===== src/rtl/mem_cmd_port_xfer.sv =====
// Memory command port: decodes a bus header, gathers address and length bytes,
// hands a descriptor to the memory FSM, then runs a byte-counted data transfer and ack.
module mem_cmd_port_xfer #(
    parameter int         ADDR_BYTES     = 3,
    parameter int         LEN_W          = 8,
    parameter logic [1:0] MEM_ID         = 2'b00,
    parameter int         TIMEOUT_CYCLES = 1024
) (
    input  logic                    clk,
    input  logic                    rst,
    input  logic                    in_bus_valid,
    output logic                    out_bus_ready,
    input  logic [7:0]              in_bus_data,
    output logic                    out_bus_valid,
    input  logic                    in_bus_ready,
    output logic [7:0]              out_bus_data,
    output logic                    out_fsm_cmd_valid,
    input  logic                    in_fsm_cmd_ready,
    output logic [8*ADDR_BYTES-1:0] out_fsm_addr,
    output logic [LEN_W-1:0]        out_fsm_len,
    output logic [1:0]              out_fsm_opcode,
    output logic                    out_fsm_enc,
    output logic                    out_fsm_wvalid,
    input  logic                    in_fsm_wready,
    output logic [7:0]              out_fsm_wdata,
    input  logic                    in_fsm_rvalid,
    output logic                    out_fsm_rready,
    input  logic [7:0]              in_fsm_rdata,
    output logic                    out_ack_req,
    output logic [1:0]              out_ack_id,
    input  logic                    in_ack_grant,
    output logic                    out_busy,
    output logic                    out_err_timeout
);

    localparam int AW   = 8 * ADDR_BYTES;
    localparam int BC_W = $clog2(ADDR_BYTES + 1);
    localparam int WD_W = $clog2(TIMEOUT_CYCLES + 1);

    localparam logic [1:0] OP_RD_KEY  = 2'b00;
    localparam logic [1:0] OP_RD_TEXT = 2'b01;
    localparam logic [1:0] OP_WR_RES  = 2'b10;

    typedef enum logic [2:0] {
        S_IDLE,
        S_ADDR,
        S_LEN,
        S_CMD,
        S_XFER,
        S_ACK
    } state_t;

    state_t            state_q, state_d;
    logic [BC_W-1:0]   byte_cnt_q, byte_cnt_d;
    logic [AW-1:0]     addr_q, addr_d;
    logic [LEN_W-1:0]  len_q, len_d;
    logic [1:0]        opcode_q, opcode_d;
    logic              enc_q, enc_d;
    logic [LEN_W-1:0]  xfer_cnt_q, xfer_cnt_d;
    logic [WD_W-1:0]   wd_q, wd_d;
    logic              hdr_rdy_q, hdr_rdy_d;
    logic              cmd_valid_q, cmd_valid_d;
    logic              ack_req_q, ack_req_d;
    logic              busy_q, busy_d;
    logic              err_q, err_d;

    logic in_xfer, xfer_wr, xfer_rd;
    logic hdr_hs, xfer_hs, hdr_accept;

    // Data phase is a pure pass-through; leaving XFER on the last byte gates further handshakes.
    assign in_xfer = (state_q == S_XFER);
    assign xfer_wr = in_xfer && (opcode_q == OP_WR_RES);
    assign xfer_rd = in_xfer && (opcode_q != OP_WR_RES);

    assign out_bus_valid  = xfer_rd & in_fsm_rvalid;
    assign out_bus_data   = xfer_rd ? in_fsm_rdata : 8'h00;
    assign out_fsm_rready = xfer_rd & in_bus_ready;
    assign out_fsm_wvalid = xfer_wr & in_bus_valid;
    assign out_fsm_wdata  = xfer_wr ? in_bus_data : 8'h00;
    assign out_bus_ready  = hdr_rdy_q | (xfer_wr & in_fsm_wready);

    assign hdr_hs  = hdr_rdy_q & in_bus_valid;
    assign xfer_hs = (xfer_rd & in_fsm_rvalid & in_bus_ready)
                   | (xfer_wr & in_bus_valid & in_fsm_wready);

    // Reads match on the source field, writes on the destination field.
    assign hdr_accept =
        (((in_bus_data[1:0] == OP_RD_KEY) || (in_bus_data[1:0] == OP_RD_TEXT))
            && (in_bus_data[3:2] == MEM_ID))
        || ((in_bus_data[1:0] == OP_WR_RES) && (in_bus_data[5:4] == MEM_ID));

    always_comb begin
        // NOTE: every _d starts from its _q so no path through the case infers a latch.
        state_d    = state_q;
        byte_cnt_d = byte_cnt_q;
        addr_d     = addr_q;
        len_d      = len_q;
        opcode_d   = opcode_q;
        enc_d      = enc_q;
        xfer_cnt_d = xfer_cnt_q;
        wd_d       = wd_q;
        err_d      = 1'b0;

        case (state_q)
            S_IDLE: begin
                if (hdr_hs && hdr_accept) begin
                    opcode_d   = in_bus_data[1:0];
                    enc_d      = in_bus_data[7];
                    byte_cnt_d = '0;
                    state_d    = S_ADDR;
                end
            end
            S_ADDR: begin
                if (hdr_hs) begin
                    for (int k = 0; k < ADDR_BYTES; k++) begin
                        if (byte_cnt_q == BC_W'(k)) addr_d[8*k +: 8] = in_bus_data;
                    end
                    if (byte_cnt_q == BC_W'(ADDR_BYTES - 1)) state_d = S_LEN;
                    else byte_cnt_d = byte_cnt_q + 1'b1;
                end
            end
            S_LEN: begin
                if (hdr_hs) begin
                    len_d   = LEN_W'(in_bus_data);
                    state_d = S_CMD;
                end
            end
            S_CMD: begin
                if (in_fsm_cmd_ready) begin
                    xfer_cnt_d = '0;
                    wd_d       = '0;
                    state_d    = S_XFER;
                end
            end
            S_XFER: begin
                // A handshake in the expiry cycle takes priority over the abort.
                if (xfer_hs) begin
                    wd_d = '0;
                    if (xfer_cnt_q == len_q) state_d = S_ACK;
                    else xfer_cnt_d = xfer_cnt_q + 1'b1;
                end else if (wd_q == WD_W'(TIMEOUT_CYCLES - 1)) begin
                    err_d   = 1'b1;
                    state_d = S_IDLE;
                end else begin
                    wd_d = wd_q + 1'b1;
                end
            end
            S_ACK: begin
                if (in_ack_grant) state_d = S_IDLE;
            end
            default: state_d = S_IDLE;
        endcase

        hdr_rdy_d   = (state_d == S_IDLE) || (state_d == S_ADDR) || (state_d == S_LEN);
        cmd_valid_d = (state_d == S_CMD);
        ack_req_d   = (state_d == S_ACK);
        busy_d      = (state_d != S_IDLE);
    end

    always_ff @(posedge clk or posedge rst) begin
        if (rst) begin
            state_q     <= S_IDLE;
            byte_cnt_q  <= '0;
            addr_q      <= '0;
            len_q       <= '0;
            opcode_q    <= '0;
            enc_q       <= 1'b0;
            xfer_cnt_q  <= '0;
            wd_q        <= '0;
            hdr_rdy_q   <= 1'b0;
            cmd_valid_q <= 1'b0;
            ack_req_q   <= 1'b0;
            busy_q      <= 1'b0;
            err_q       <= 1'b0;
        end else begin
            // NOTE: non-blocking updates so every flop samples the same pre-edge values.
            state_q     <= state_d;
            byte_cnt_q  <= byte_cnt_d;
            addr_q      <= addr_d;
            len_q       <= len_d;
            opcode_q    <= opcode_d;
            enc_q       <= enc_d;
            xfer_cnt_q  <= xfer_cnt_d;
            wd_q        <= wd_d;
            hdr_rdy_q   <= hdr_rdy_d;
            cmd_valid_q <= cmd_valid_d;
            ack_req_q   <= ack_req_d;
            busy_q      <= busy_d;
            err_q       <= err_d;
        end
    end

    assign out_fsm_cmd_valid = cmd_valid_q;
    assign out_fsm_addr      = addr_q;
    assign out_fsm_len       = len_q;
    assign out_fsm_opcode    = opcode_q;
    assign out_fsm_enc       = enc_q;
    assign out_ack_req       = ack_req_q;
    assign out_ack_id        = ack_req_q ? MEM_ID : 2'b00;
    assign out_busy          = busy_q;
    assign out_err_timeout   = err_q;

endmodule

===== config.mk =====
export PLATFORM = sky130hd
export DESIGN_NAME = mem_cmd_port_xfer
export DESIGN_NICKNAME = d
export VERILOG_FILES = /design/src/rtl/mem_cmd_port_xfer.sv
export SDC_FILE = /design/constraint.sdc
export NUM_CORES = 1
export LEC_CHECK = 0
export ABC_AREA = 1
export CAP_MARGIN = 10
export CORE_MARGIN = 2
export CORE_UTILIZATION = 55
export CTS_CLUSTER_SIZE = 8
export DETAILED_ROUTE_END_ITERATION = 8
export DONT_BUFFER_PORTS = 1
export GPL_TIMING_DRIVEN = 0
export PLACE_DENSITY = 0.78
export SLEW_MARGIN = 20
export SYNTH_ARGS = -nofsm -noshare
export SYNTH_HDL_FRONTEND = slang
export SYNTH_SLANG_ARGS = --single-unit

===== constraint.sdc =====
create_clock -name clk -period 2 [get_ports clk]
set_input_delay 0.2 -clock clk [delete_from_list [all_inputs] [get_ports clk]]
set_output_delay 0.2 -clock clk [all_outputs]
set_load 0.01 [all_outputs]

==> flow_summary.ini <==
[worst_setup_path]
worstSetupEndpoint = out_fsm_rready
critical_path_class = register to primary output
reg2reg_depth = 9
rr_endpoint = xfer_cnt_q[7]
critical_path_arrival_ps = 1700
end_kind = primary output
reg2reg_slack_ps = 200
startpoint_type = register
cp.required_ps = 1800
r2r_start = state_q[0]
worstPathMaxFanout = 7
crit_path_start = state_q[0]

[global_route]
overflow = 0
grt_start_max_net_pins = 58
grt.total_usage_pct = 23.4
antenna_found_initial = 0
grt_pass1_vias = 2810
grt_pass1_wl_um = 13400

[timing]
drv_slew = 0
min_period_over_period_pct = 95.2
final-setup-viol-count = 0
rsz0062_at_grt = false
clock_skew_ps = 10.1
fmax_ghz = 0.525
fin_ws_ps = 95.5
fin_hold_ws_ps = 99.6
period_needed_ps = 1900
finalHoldViolCount = 0

[floorplan]
start_util_pct = 56.8
row_count = 29
die_x_um = 84.7
io_pins = 85
core_area_um2 = 6310
dieArea_um2 = 7180
die_h_um = 84.7

[synth]
syn_inst = 455
syn_area_um2 = 3580
ys_seq_elements = 64
avgSynthCellArea_um2 = 7.88
synth_cell_types = 35
synth-seq-area-share_pct = 44.7
synth_warnings = 0

[finish]
layout.nets = 501
num-fill-cells = 549
diodes = 0
layout_commonest_cell = nand2_1
design_area_um2 = 4020
drive_gt1_share_pct = 17.0
final_cell_mix = 139 x nand2_1, 64 x dfrtp_1, 56 x inv_1
syn2layout_area_growth_pct = 12.1

[routing]
ant_nets = 0
drt_wl_total_um = 7810
drc_errors = 0
first_pass_iters = 4
drtIter0Drc = 219
wl_per_cell_um = 14.1
via_count = 2944
via_per_inst = 5.31

[clock_tree]
path_clk_slew_ps = 70
cts_tree = built
htree_levels = 3
worst_skew_pair.late_latency_ps = 340
root_buffer = clkbuf_8
cts.sinks = 64
cts_buffers = 9
clock_path_buffers = 2

[pwr]
pwr_density_cell_nw_per_um2 = 1280
peakVddDrop_mv = 0.793
p_leak_nw = 2.02

[outcome]
status = complete, no violations

[hold_path]
min_from = in_bus_data[6]
hold_path_class = primary input to register

[placement]
portBuffers = 0
pre_cts_ws_ps = 257
place_hpwl_um = 5650
gp_congestion = 0.860
placedInstanceArea_um2 = 3710

[run]
cap_violations = 0
==> state kept, by name, indices dropped and copies added (netlist names), 2 cells and up <==
signal          cells
out_fsm_opcode      2
wd_q               11
out_fsm_len         8
out_fsm_addr       24
xfer_cnt_q          8
state_q             3
byte_cnt_q          2
==> how the worst min path moves through the flow <==
| stage | end | slack [ps] | cells after the start |
|---|---|---|---|
| 2_1_floorplan | out_fsm_opcode[0] | 320 | 2 |
| 3_3_place_gp | out_fsm_opcode[0] | 330 | 2 |
| 3_5_place_dp | wd_q[2] | -20 | 1 |
| 4_1_cts | out_fsm_addr[14] | 80 | 2 |
| 5_1_grt | out_fsm_addr[6] | 90 | 2 |
| 6_report | out_fsm_addr[14] | 100 | 2 |
==> stage by stage <==
step                      power (mW)  utilization [%]  instances  setup TNS [ps]
after floorplan                 3.36                -        456               0
after global placement          3.66             58.3        533          -29460
after detailed placement        3.74             58.8        534               0
after CTS                       5.12             63.0        552               0
after global routing            5.47             63.6        554               0
final                           5.12             63.6        554               0
==> where the power goes <==
group          internal [mW]  switching [mW]  leakage [nW]
logic                  0.551           0.988          1.07
clock network          0.830           0.542         0.116
registers               1.69           0.527         0.835
total                   3.07            2.06          2.02
==> cell families after synthesis <==
kind of cell    share of synthesized area, %
fa+ha+maj                               1.75
buf+inv                                 9.25
other cells                            0.105
simple gates                            34.0
xor+xnor                                1.96
compound gates                          8.21
flops                                   44.7
==> repair_timing <==
action / 4_1_cts / 5_1_grt
setup buffers: 0 / 1
endpoints found under the setup margin: 9 / 19
hold buffers: 2 / 0
cloned: 0 / 1
pin swaps: 0 / 1
resized for setup: 1 / 8
endpoints found under the hold margin: 65 / 0
==> cell type report <==
| cell class | instances | area [um2] | share of cell area, % |
|---|---|---|---|
| buffer | 12 | 97.6 | 2.43 |
| clock buffer | 9 | 124 | 3.08 |
| clock inverter | 7 | 119 | 2.96 |
| inverter | 62 | 241 | 6.01 |
| multi-input combinational | 318 | 1670 | 41.7 |
| sequential | 64 | 1600 | 39.9 |
| tap | 77 | 96.3 | 2.40 |
| timing repair buffer | 4 | 55.1 | 1.37 |
| timing repair inverter | 1 | 7.51 | 0.187 |
==> synthesized netlist by cell type <==
library cell	count	area (um2)
nand4_1	22	138
o21ai_2	13	114
a31o_2	1	8.76
buf_6	5	56.3
dfrtp_1	64	1600
inv_2	2	7.51
o21ai_1	12	60.1
or2_2	3	18.8
nand3_1	15	75.1
nor2_1	54	203
nand2_2	4	25.0
clkinv_2	1	5.00
clkinv_1	2	7.51
nor3_1	1	5.00
conb_1	1	3.75
a21o_1	1	7.51
o21ai_0	10	50.1
a21oi_1	6	30.0
nand4_2	1	12.5
nand2_4	1	11.3
nor3_4	1	16.3
inv_1	57	214
buf_4	3	22.5
clkbuf_1	1	3.75
ha_1	5	62.6
nand2_1	139	522
xnor2_1	2	17.5
nand3_2	4	40.0
buf_2	3	15.0
a211oi_1	1	7.51
xor2_1	6	52.6
a21oi_2	1	8.76
nor2_2	5	31.3
nand3_4	7	123
o21bai_1	1	7.51
==> critical path, cell delays in order (launching register included) <==
cell	delay [ps]
dfrtp_1	460
nor2_2	190
nand2_2	140
nor2_4	210
clkinvlp_4	150
nor2_1	220
==> layer usage <==
metal  GRT usage, %  share of wire (%)  vias to the layer above
met4           7.36                1.6                        0
met2           37.8                 49                       72
met3           7.37                5.7                        8
met1           30.1                 43                     1384
li1               -                  -                     1480
met5              0                  0                        -
(Power assumes the default switching activity.)
